`src/rtl/zombie_round_ctrl_pkg.sv`:
```
// Shared types and helpers for the zombie round controller.
//   state_e      : round FSM states
//   HOLE_*       : hole index encoding produced by the random stage (0 = no hole)
//   hole_onehot  : hole index -> one-hot LED/button mask
//   max_u        : larger of two unsigned ints, used for timer sizing
package zombie_round_ctrl_pkg;

  typedef enum logic [2:0] {
    StIdle = 3'd0,
    StReq  = 3'd1,
    StWait = 3'd2,
    StShow = 3'd3,
    StGap  = 3'd4,
    StOver = 3'd5
  } state_e;

  localparam logic [1:0] HOLE_NONE = 2'd0;
  localparam logic [1:0] HOLE_1    = 2'd1;
  localparam logic [1:0] HOLE_2    = 2'd2;
  localparam logic [1:0] HOLE_3    = 2'd3;

  function automatic logic [2:0] hole_onehot(input logic [1:0] hole);
    logic [2:0] oh;
    case (hole)
      HOLE_1:  oh = 3'b001;
      HOLE_2:  oh = 3'b010;
      HOLE_3:  oh = 3'b100;
      default: oh = 3'b000;
    endcase
    return oh;
  endfunction

  function automatic int unsigned max_u(input int unsigned a, input int unsigned b);
    return (a > b) ? a : b;
  endfunction

endpackage

```
`src/rtl/zombie_round_ctrl_edge_detect.sv`:
```
// Rising-edge detector for a bundle of level inputs.
//   clk    : system clock
//   rst_n  : asynchronous active-low reset (clears the history register)
//   sig_i  : level inputs, already synchronous/debounced
//   rise_o : high in the cycle an input is high and was low the previous cycle
module zombie_round_ctrl_edge_detect #(
  parameter int unsigned Width = 1
) (
  input  logic             clk,
  input  logic             rst_n,
  input  logic [Width-1:0] sig_i,
  output logic [Width-1:0] rise_o
);

  logic [Width-1:0] prev_q;
  logic [Width-1:0] prev_d;

  always_comb begin
    prev_d = sig_i;
  end

  always_ff @(posedge clk or negedge rst_n) begin
    if (!rst_n) begin
      prev_q <= '0;
    end else begin
      prev_q <= prev_d;
    end
  end

  // A held level produces exactly one event.
  assign rise_o = sig_i & ~prev_q;

endmodule

```
`src/rtl/zombie_round_ctrl.sv`:
```
// Whack-a-zombie round controller.
// Requests a hole from the random stage, shows a zombie there, times the punch
// window, scores hits and takes lives on misses/timeouts, and ends the game at
// zero lives.
//   clk, rst_n   : clock, asynchronous active-low reset
//   start        : level; rising edge starts a game from idle or game over
//   btn[2:0]     : punch buttons, btn[i] is hole i+1
//   rand_num     : hole index from random stage, valid one cycle after gen_random
//   gen_random   : one-cycle request pulse to the random stage
//   zombie_led   : one-hot hole display, zero when nothing is shown
//   score        : hits this game (saturating)
//   lives_left   : remaining lives
//   hit_pulse    : one-cycle pulse on a correct punch
//   miss_pulse   : one-cycle pulse on a wrong punch or timeout
//   game_over    : high while the game is over
module zombie_round_ctrl
  import zombie_round_ctrl_pkg::*;
#(
  parameter int unsigned SHOW_CYCLES = 62_500_000,
  parameter int unsigned GAP_CYCLES  = 15_625_000,
  parameter int unsigned LIVES       = 3,
  parameter int unsigned SCORE_W     = 8
) (
  input  logic               clk,
  input  logic               rst_n,
  input  logic               start,
  input  logic [2:0]         btn,
  input  logic [1:0]         rand_num,
  output logic               gen_random,
  output logic [2:0]         zombie_led,
  output logic [SCORE_W-1:0] score,
  output logic [2:0]         lives_left,
  output logic               hit_pulse,
  output logic               miss_pulse,
  output logic               game_over
);

  localparam int unsigned TimerMax = max_u(SHOW_CYCLES, GAP_CYCLES);
  localparam int unsigned TimerW   = $clog2(TimerMax);

  localparam logic [TimerW-1:0] ShowLoad  = TimerW'(SHOW_CYCLES - 1);
  localparam logic [TimerW-1:0] GapLoad   = TimerW'(GAP_CYCLES - 1);
  localparam logic [2:0]        LivesInit = 3'(LIVES);

  // Input edge detection
  logic [2:0] btn_rise;
  logic       start_rise;

  zombie_round_ctrl_edge_detect #(
    .Width (3)
  ) u_btn_edge (
    .clk    (clk),
    .rst_n  (rst_n),
    .sig_i  (btn),
    .rise_o (btn_rise)
  );

  zombie_round_ctrl_edge_detect #(
    .Width (1)
  ) u_start_edge (
    .clk    (clk),
    .rst_n  (rst_n),
    .sig_i  (start),
    .rise_o (start_rise)
  );

  // State and registered outputs
  state_e             state_q, state_d;
  logic [TimerW-1:0]  timer_q, timer_d;
  logic [1:0]         hole_q, hole_d;
  logic               gen_random_q, gen_random_d;
  logic [2:0]         zombie_led_q, zombie_led_d;
  logic [SCORE_W-1:0] score_q, score_d;
  logic [2:0]         lives_q, lives_d;
  logic               hit_q, hit_d;
  logic               miss_q, miss_d;
  logic               game_over_q, game_over_d;

  logic [2:0] hole_mask;
  logic       punch_ok;
  logic       punch_bad;
  logic [2:0] lives_dec;

  always_comb begin
    hole_mask = hole_onehot(hole_q);
    punch_ok  = |(btn_rise & hole_mask);
    punch_bad = |(btn_rise & ~hole_mask);
    lives_dec = lives_q - 3'd1;
  end

  always_comb begin
    state_d      = state_q;
    timer_d      = timer_q;
    hole_d       = hole_q;
    gen_random_d = 1'b0;
    zombie_led_d = zombie_led_q;
    score_d      = score_q;
    lives_d      = lives_q;
    hit_d        = 1'b0;
    miss_d       = 1'b0;
    game_over_d  = game_over_q;

    unique case (state_q)
      StIdle, StOver: begin
        if (start_rise) begin
          state_d      = StReq;
          gen_random_d = 1'b1;
          score_d      = '0;
          lives_d      = LivesInit;
          game_over_d  = 1'b0;
        end
      end

      StReq: begin
        state_d = StWait;
      end

      StWait: begin
        if (rand_num == HOLE_NONE) begin
          // Random stage produced no hole; ask again.
          state_d      = StReq;
          gen_random_d = 1'b1;
        end else begin
          hole_d       = rand_num;
          zombie_led_d = hole_onehot(rand_num);
          timer_d      = ShowLoad;
          state_d      = StShow;
        end
      end

      StShow: begin
        // Punches are checked before the timeout so a last-cycle punch counts.
        if (punch_bad || punch_ok || (timer_q == '0)) begin
          zombie_led_d = 3'b000;
          timer_d      = GapLoad;
          state_d      = StGap;
          if (punch_ok && !punch_bad) begin
            hit_d = 1'b1;
            if (score_q != '1) begin
              score_d = score_q + SCORE_W'(1);
            end
          end else begin
            // Wrong button wins over a simultaneous correct one.
            miss_d  = 1'b1;
            lives_d = lives_dec;
            if (lives_dec == 3'd0) begin
              state_d     = StOver;
              game_over_d = 1'b1;
              timer_d     = '0;
            end
          end
        end else begin
          timer_d = timer_q - TimerW'(1);
        end
      end

      StGap: begin
        if (timer_q == '0) begin
          state_d      = StReq;
          gen_random_d = 1'b1;
        end else begin
          timer_d = timer_q - TimerW'(1);
        end
      end

      default: begin
        state_d = StIdle;
      end
    endcase
  end

  always_ff @(posedge clk or negedge rst_n) begin
    if (!rst_n) begin
      state_q      <= StIdle;
      timer_q      <= '0;
      hole_q       <= HOLE_NONE;
      gen_random_q <= 1'b0;
      zombie_led_q <= 3'b000;
      score_q      <= '0;
      lives_q      <= LivesInit;
      hit_q        <= 1'b0;
      miss_q       <= 1'b0;
      game_over_q  <= 1'b0;
    end else begin
      state_q      <= state_d;
      timer_q      <= timer_d;
      hole_q       <= hole_d;
      gen_random_q <= gen_random_d;
      zombie_led_q <= zombie_led_d;
      score_q      <= score_d;
      lives_q      <= lives_d;
      hit_q        <= hit_d;
      miss_q       <= miss_d;
      game_over_q  <= game_over_d;
    end
  end

  assign gen_random = gen_random_q;
  assign zombie_led = zombie_led_q;
  assign score      = score_q;
  assign lives_left = lives_q;
  assign hit_pulse  = hit_q;
  assign miss_pulse = miss_q;
  assign game_over  = game_over_q;

endmodule

```
`config.mk`:
```
export PLATFORM = sky130hd
export DESIGN_NAME = zombie_round_ctrl
export DESIGN_NICKNAME = d
export VERILOG_FILES = /design/src/rtl/zombie_round_ctrl_pkg.sv /design/src/rtl/zombie_round_ctrl_edge_detect.sv /design/src/rtl/zombie_round_ctrl.sv
export SDC_FILE = /design/constraint.sdc
export NUM_CORES = 1
export LEC_CHECK = 0
export BUFFER_PORTS_ARGS = -buffer_cell sky130_fd_sc_hd__buf_4
export CAP_MARGIN = 15
export CORE_MARGIN = 2
export CORE_UTILIZATION = 40
export DETAILED_ROUTE_END_ITERATION = 8
export MAX_ROUTING_LAYER = met4
export PLACE_DENSITY = 0.64
export SLEW_MARGIN = 0
export SYNTH_ARGS = -nofsm -noshare
export SYNTH_HDL_FRONTEND = slang
export SYNTH_SLANG_ARGS = --single-unit
```
`constraint.sdc`:
```
create_clock -name clk -period 2.3 [get_ports clk]
set_clock_uncertainty 0.15 [all_clocks]
set_input_delay 0.345 -clock clk [delete_from_list [all_inputs] [get_ports clk]]
set_output_delay 0.345 -clock clk [all_outputs]
set_load 0.03 [all_outputs]
```
**Yosys cells after proc, flatten, opt, wreduce, memory -nomap -nowiden**

Cells that the tools add are included.

- Eq/ne operators: 21
- Add/subtract/negate cells: 3
- Bitwise operators: 8
- Multiplexer cells: 42
- Reduce and logical (&&, ||, !) cells: 21

Operators with widths:

| operator | number |
|---|---|
| $mux W26 | 3 |
| $pmux W26 S3 | 1 |
| $mux W24 | 2 |
| $mux W8 | 4 |
| $logic_not A26 Y1 | 1 |
| $sub A26 B1 Y26 const B | 1 |
| $mux W3 | 8 |
| $ne A2 B2 Y1 const B | 9 |
| $pmux W3 S3 | 2 |
| $pmux W8 S2 | 1 |
| $mux W1 | 15 |
| $pmux W3 S5 | 1 |
| $pmux W3 S2 | 2 |
| $reduce_and A5 Y1 | 2 |
| $and A3 B3 Y3 | 3 |
| $reduce_and A3 Y1 | 3 |
| $add A8 B1 Y8 const B | 1 |
| $eq A2 B2 Y1 const B | 4 |
| $ne A8 B8 Y1 const B | 1 |
| $eq A3 B2 Y1 const B | 2 |
| $eq A3 B3 Y1 const B | 2 |
| $logic_not A3 Y1 | 2 |
| $not A3 Y3 | 2 |
| $reduce_or A3 Y1 | 2 |
| 17 further kinds | 21 |

- Input port bits: 8
- Logic and storage cells: 107
- Register bits after elaboration: 53
- Output and inout bits: 18

**Depth between registers and ports, before layout**

Gate-level depths: netlist (run 1).

- Depth after elaboration: 10
- Mapped depth: 10
- Gate-level depth less buffers: 9

**Cells and area by module**

A second synthesis (run 1) with hierarchy kept.

- Cells, all modules: 326
- Area total of the unflattened synthesis: 3,196.8 um^2

Modules (own cells, without submodules):

| module | area an instance (um^2) | cells an instance | times used | seq. area each (um^2) |
|---|---|---|---|---|
| zombie_round_ctrl | 3,041.7 | 318 | 1 | 1,228.7 |
| zombie_round_ctrl_edge_detect at u_btn_edge | 116.4 | 6 | 1 | 75.1 |
| zombie_round_ctrl_edge_detect at u_start_edge | 38.8 | 2 | 1 | 25.0 |

**Least setup slack after synthesis (run 1)**

OpenSTA, ideal clock, no wires.

- Path type: register to register
- Start: register timer_q[0]
- End: register timer_q[22]
- Period minus slack after synthesis: 2.441 ns
- Library setup time: 0.071 ns
- Arrival: 2.220 ns
- Buffers on the path: 0
- Stages on the path, launching flop included: 8
- Required time: 2.079 ns
- Setup slack: -0.141 ns
- Cell sequence: dfrtp_1 -> inv_1 -> ha_1 -> nor4b_1 -> nand3_1 -> or4b_1 -> or4_1 -> nand4_1

- Word-level cells in the longest chain between the ends: 4
- Elaborated cells on any way between the ends: 8
- Those cells by class: add/sub (1); eq/ne (1); mux (3); reduce/logical (3)

Ends and longest elaborated chain:

| element | RTL line | source |
|---|---|---|
| from (decl) | zombie_round_ctrl.sv:69 | `logic [TimerW-1:0] timer_q, timer_d;` |
| from (signal assigned) | zombie_round_ctrl.sv:186 | `timer_q <= timer_d;` |
| parallel branches: the longest is 4 deep, another holds $sub A26 B1 Y26 | n/a |  |

Several ways; the timed one is not identified. The select of a mux whose other input is x is not followed.
A chain may end at the register's enable or synchronous reset.

**Final worst setup path (run 1)**

- Start: register timer_q[1]
- End: register timer_q[22]

Same word-level chain as after synthesis.

==> flow_summary.ini, run 1 <==
[clocking]
clock-sinks = 53
clock_insertion_delay_worst_skew_ps = 310
clkSlewWorstSetupHoldPaths_ps = 110
clk_root_buffer_cell = clkbuf_8
ctsLongestPathBuffers = 2
ctsHtreeMaxLevel = 2
cts_buffers = 5
tritoncts = done

[die]
initial_utilization_pct = 41.0
num_io_pins = 26
fp.dieW_um = 92.5
die_height_um = 92.5
fp.dieArea_sq_um = 8560
core_area_sq_um = 7650
fp-row-count = 32

[grt]
first_global_vias = 2860
globalRouteMet3Util_pct = 2.60
grt_remaining_overflow = 0
grt_busiest_layer = met2
grt_max_degree = 54
antenna_violations_before_repair = 0
grt_use_met1_pct = 27.8
groute.layer.met2.usage_pct = 31.2
grtUsageTotal_pct = 20.2
wire_length_of_the_first_global_routing_pass_um = 13600

[place]
buffer_ports.inserted = 25
routabilityCongestion = 0.843
place_inst = 525
placement.cell_area_sq_um = 3960
place.detailed.hpwl_um = 5910

[cells_and_area]
stdcell_area_sq_um = 4370
count_of_nets_after_finishing = 460
layout.cells.most_common = buf_4
drive_above_1_share_pct = 37.7
postLayoutCoreUtil_pct = 57.2
seqCellArea_sq_um = 1330
antenna_cells_inserted = 0
commonest_non_fill_non_tap_cells_in_the_layout = buf_4 (96), dfrtp_1 (51), nand2_1 (38), nor2_1 (27), a21oi_1 (22)
instances_no_fill = 550
multi_input_comb_area_sq_um = 1860
area_growth_pct = 39.5
num-fill-cells = 651

[sta]
fmax_ghz = 0.423
final_worst_path_period_share_pct = 103
hold_viol = 0
finalSetupViolations = 9
grt_setup_unrepaired = yes
timing.slew.headroom_pct = 53.7
report.final.slew_viol_count = 0
min_period_ps = 2360
tightest_slew_ps = 694
finalWorstSetupSlack_ps = -61.3
setup_tns_ps = -372

[synth]
synthesized_area_fraction_occupied_by_ao_oa_aoi_and_oai_cells_pct = 23.9
yosys_most_used_dff = dfrtp_1
synth.yosys.warnings = 0
mappedNetlistNets = 353
synth_seq_area_share_pct = 42.4
dominant_combinational_cell_family_by_area_after_synthesis = simple AND/OR/NAND/NOR gates
synth_area_per_cell_sq_um = 9.22
yosys.area_share.simple_pct = 26.4
synth-edff-count = 0
post_synth_fa_ha_maj_area_fraction_pct = 2.00
yosys.area_share.xor_xnor_pct = 1.68
library_cells_used_by_synthesis = 72
post-synth-top-area-fraction_pct = 40.7
synth_area_leader_cell = dfrtp_1
synthTopCellsByArea = dfrtp_1 (41%), nand2_1 (4.5%), o22a_1 (3.9%)
postSynth.asyncResetShare_pct = 100
synth-seq-cells = 53
synthMuxAreaShare_pct = 0.319
syn_area_sq_um = 3140
syn-instance-count = 340

[min_path]
hold_path_class = in -> reg

[pwr]
p_clk_share_pct = 11.0
power-per-cell-area_nw_per_um2 = 1180
power.internal_uw = 3020
vdd_ir_drop_max_mv = 0.474
pwr-share-comb_pct = 58.9
total_switching_power_uw = 2150
p_leak_uw = 0.00194
power.sequential.fraction_pct = 30.1
power_switching_share_pct = 41.6
post-layout-total-power_uw = 5170

[outcome]
status = finished, violations left
violated_checks = negative setup slack

[route]
drt_iter0_markers = 237
via_per_inst = 5.57
num_vias = 3063
post_drt_wl_per_cell_um = 15.9
antenna_violating_nets_post_route = 0
drt-total-wl_um = 8760
first_pass_iters = 5
route.detailed.drc = 0

[critical_path]
crit_required_ps = 2400
worstSetupEndpointType = flip-flop
crit_type = reg -> reg
cp_data_arrival_time_ps = 2460
worstSetupStartpointType = flip-flop
crit_fanout = 2

[job]
drv_cap = 0
through the flow:
step                      hold WS (ps)  worst slack [ps]
after floorplan                   -101            -0.848
after global placement             289             -73.9
after detailed placement           282              -103
after CTS                         1.73             -40.1
after global routing              1.70              -140
final                             7.43             -61.3
flip-flops by register name, indices dropped and copies added, names as in the netlist:
register and count:
state_q 3, u_start_edge.prev_q 1, lives_left 3, hit_pulse 1, hole_q 2, zombie_led 3
gen_random 1, game_over 1, timer_q 26, u_btn_edge.prev_q 3, miss_pulse 1, score 8
critical path, cell delays in order, from the launching register on:
cell and delay [ps]:
dfrtp_1 400, inv_2 60, buf_4 120, ha_4 130, nor4b_4 240, nand3_2 120
or4b_4 550, or4_1 410, nand4_1 120
per-layer routing:
| layer | vias up | wire length (um) |
|---|---|---|
| li1 | 1478 | - |
| met1 | 1466 | 4110 |
| met2 | 102 | 4080 |
| met3 | 17 | 431 |
| met4 | 0 | 140 |
| met5 | - | 0 |
power groups by stage:
| stage | logic [uW] | clock network, uW | registers (uW) |
|---|---|---|---|
| global route | 3290 | 616 | 1600 |
| detailed placement | 2660 | 0 | 1550 |
| floorplan | 1450 | 0 | 1660 |
| finish | 3040 | 569 | 1560 |
| global placement | 2620 | 0 | 1540 |
| CTS | 2710 | 584 | 1540 |
cell type report:
cell class | instances | share of cell area, %
inverters | 10 | 0.858
flip-flops and latches | 53 | 30.4
repair buffers | 110 | 21.0
multi-input cells | 267 | 42.6
well taps | 102 | 2.92
clock inverters | 2 | 0.315
clock buffers | 6 | 1.89
final timing paths:
check | start | endpoint | slack [ps] | cells after the start
min | start | u_start_edge.prev_q$_DFF_PN0_ | 7 | 1
max reg2reg | timer_q[1]$_DFFE_PN0P_ | timer_q[22]$_DFFE_PN0P_ | -60 | 8
min reg2reg | game_over$_DFFE_PN0P_ | game_over$_DFFE_PN0P_ | 340 | 1
max | timer_q[1]$_DFFE_PN0P_ | timer_q[22]$_DFFE_PN0P_ | -60 | 8
min in group asynchronous | rst_n | u_btn_edge.prev_q[1]$_DFF_PN0_ | 470 | 2
max in group asynchronous | rst_n | timer_q[24]$_DFFE_PN0P_ | 1050 | 2
cell families after synthesis:
group                    count (synthesis)
AO/OA/AOI/OAI                          106
XOR/XNOR                                 6
adder cells (fa/ha/maj)                  5
buffers and inverters                   21
flip-flops                              53
multiplexers                             1
AND/OR/NAND/NOR                        148
what timing repair did:
action                                 4_1_cts  5_1_grt
gates cloned                                 0        3
setup buffers                                3        9
gates resized for setup                     11       26
setup endpoints to repair                   12       34
hold buffers                                 3        0
endpoints found under the hold margin       53        0
pin swaps                                    6       18
cells in the mapped netlist (9+ instances only):
master and instances:
a21oi_1 23, a31oi_1 10, dfrtp_1 51, inv_1 10
nand2_1 38, nand3_1 13, nor2_1 30, nor3_1 15
o21a_1 9, o21ai_0 13, o22a_1 14
Note: power is estimated with default switching activity, not from simulation.
==> inputs of run 2 (changes only) <==
--- a/config.mk
+++ b/config.mk
@@ -7,6 +7,7 @@
 export LEC_CHECK = 0
 export BUFFER_PORTS_ARGS = -buffer_cell sky130_fd_sc_hd__buf_4
 export CAP_MARGIN = 15
+export CORE_ASPECT_RATIO = 1.4
 export CORE_MARGIN = 2
 export CORE_UTILIZATION = 40
 export DETAILED_ROUTE_END_ITERATION = 8
==> run 2 against run 1 <==
The run still ends with negative setup slack left. Core utilization increased by 0.97 points. Wire length increased by 3.6%. First-iteration DRC count decreased by 31%. Sequential share of layout area decreased by 0.72 points. Fmax decreased by 1.6%. Setup slack got worse by 39 ps. Register-to-register slack got worse by 40 ps. Largest cell class unchanged. Largest power group unchanged.
==> flow_summary.ini, run 2 (synthesized netlist as in run 1, its figures left out) <==
[outcome]
status = finished, violations left
violated_checks = negative setup slack

[sta]
min_period_ps = 2400
grt_setup_unrepaired = yes
timing.slew.headroom_pct = 53.8
finalWorstSetupSlack_ps = -101
hold_viol = 0
final_worst_path_period_share_pct = 104
finalSetupViolations = 21
fmax_ghz = 0.417
tightest_slew_ps = 694
report.final.slew_viol_count = 0

[place]
place.detailed.hpwl_um = 6130
dp_slack_ps = -114
buffer_ports.inserted = 25
routabilityCongestion = 0.874
placement.cell_area_sq_um = 3950

[route]
drt-total-wl_um = 9080
first_pass_iters = 4
num_vias = 3080
route.detailed.drc = 0
antenna_violating_nets_post_route = 0
drt_iter0_markers = 164
via_per_inst = 5.61
post_drt_wl_per_cell_um = 16.5

[pwr]
p_leak_uw = 0.00195
power-per-cell-area_nw_per_um2 = 1170
p_clk_share_pct = 10.4
power_switching_share_pct = 42.6
vdd_ir_drop_max_mv = 0.747
power.internal_uw = 3020
pwr-share-comb_pct = 60.1
total_switching_power_uw = 2240
power.sequential.fraction_pct = 29.5
post-layout-total-power_uw = 5260

[critical_path]
crit_required_ps = 2380
cp_data_arrival_time_ps = 2480
setup.reg_to_reg.worst_slack_ps = -100
timing.reg2reg.worst_path_depth = 11
r2r-end = timer_q[25]$_DFFE_PN0P_
worstSetupStartpointType = flip-flop
crit_fanout = 4
crit_type = reg -> reg
regToRegStartpoint = timer_q[0]$_DFFE_PN0P_
worstSetupEndpointType = flip-flop

[cells_and_area]
area_growth_pct = 42.9
register_with_the_most_flip_flops = timer_q
antenna_cells_inserted = 0
commonest_non_fill_non_tap_cells_in_the_layout = buf_4 (92), dfrtp_1 (51), nand2_1 (35), nor2_1 (28), a21oi_1 (16)
count_of_nets_after_finishing = 461
stdcell_area_sq_um = 4480
layout.cells.most_common = buf_4
largest_register_ffs = 26
drive_above_1_share_pct = 40.3

[die]
die_height_um = 109
fp.dieArea_sq_um = 8570
num_io_pins = 26
initial_utilization_pct = 40.7
core_area_sq_um = 7700
fp.dieW_um = 78.8
fp-row-count = 38

[clocking]
clkSlewWorstSetupHoldPaths_ps = 100
cts_buffers = 5
clock-sinks = 53
tritoncts = done
clk_root_buffer_cell = clkbuf_8
clock_insertion_delay_worst_skew_ps = 330
ctsHtreeMaxLevel = 2
ctsLongestPathBuffers = 2

[grt]
grt_remaining_overflow = 0
grtUsageTotal_pct = 21.5
antenna_violations_before_repair = 0
first_global_vias = 3004
grt_max_degree = 54
wire_length_of_the_first_global_routing_pass_um = 14000

[min_path]
timing.hold.worst_path_depth = 2
hold_path_class = in -> reg
hold-path-endpoint = zombie_led[0]$_DFFE_PN0P_
worst_hold_startpoint = rand_num[1]

[job]
drv_cap = 0
## run 2: routing by layer
metal	track usage, %	share of wire (%)	vias to the layer above
met4	9.36	3.6	0
met2	39.3	54	71
li1	-	-	1474
met3	3.15	3.1	26
met1	22.9	39	1509
met5	-	0	-
## run 2: worst max-delay path by stage
stage	startpoint	to	slack [ps]	cells past startpoint
after floorplan	timer_q[0]$_DFFE_PN0P_	timer_q[22]$_DFFE_PN0P_	-0.8	7
after global placement	btn[0]	timer_q[22]$_DFFE_PN0P_	-80	8
after detailed placement	btn[0]	timer_q[22]$_DFFE_PN0P_	-110	8
after CTS	timer_q[0]$_DFFE_PN0P_	timer_q[18]$_DFFE_PN0P_	-30	10
after global routing	timer_q[0]$_DFFE_PN0P_	timer_q[20]$_DFFE_PN0P_	-200	11
final	timer_q[0]$_DFFE_PN0P_	timer_q[25]$_DFFE_PN0P_	-100	11
## run 2: what timing repair did
item / 4_1_cts / 5_1_grt
pin swaps: 3 / 32
hold endpoints to repair: 55 / 0
endpoints found under the setup margin: 25 / 34
resized for setup: 6 / 53
gates cloned: 1 / 2
setup buffers: 2 / 11
hold buffers: 5 / 0
## run 2: area by class of cell
cell class / count / area, sq um
inverters: 10 / 37.5
fillers: 676 / 3220
well taps: 100 / 125
clock buffers: 6 / 72.6
repair buffers: 110 / 936
flip-flops and latches: 53 / 1330
multi-input cells: 268 / 1970
clock inverters: 2 / 15.0
## run 2: through the flow
| stage | TNS, ps | cells | hold WS (ps) | util, % |
|---|---|---|---|---|
| after floorplan | -0.848 | 340 | -101 | - |
| after global placement | -203 | 521 | 290 | 51.3 |
| after detailed placement | -630 | 521 | 291 | 51.3 |
| after CTS | -85.6 | 537 | 76.3 | 53.8 |
| after global routing | -4740 | 549 | 85.8 | 58.2 |
| final | -1180 | 549 | 86.5 | 58.2 |
## run 2: power by group through the flow
stage	clock, uW	sequential [uW]	combinational (uW)
2_1_floorplan	0	1660	1450
3_3_place_gp	0	1530	2660
3_5_place_dp	0	1550	2700
4_1_cts	560	1540	2770
5_1_grt	597	1590	3400
6_report	548	1550	3160
## run 2: worst max-delay path, stage by stage (launching register included)
cell	delay [ps]
dfrtp_1	400
inv_2	100
ha_4	140
nor4b_4	200
nand3_2	150
nor3_4	270
buf_6	150
nor2_4	50
a21oi_4	260
clkbuf_16	190
a21oi_1	40
o22a_1	200
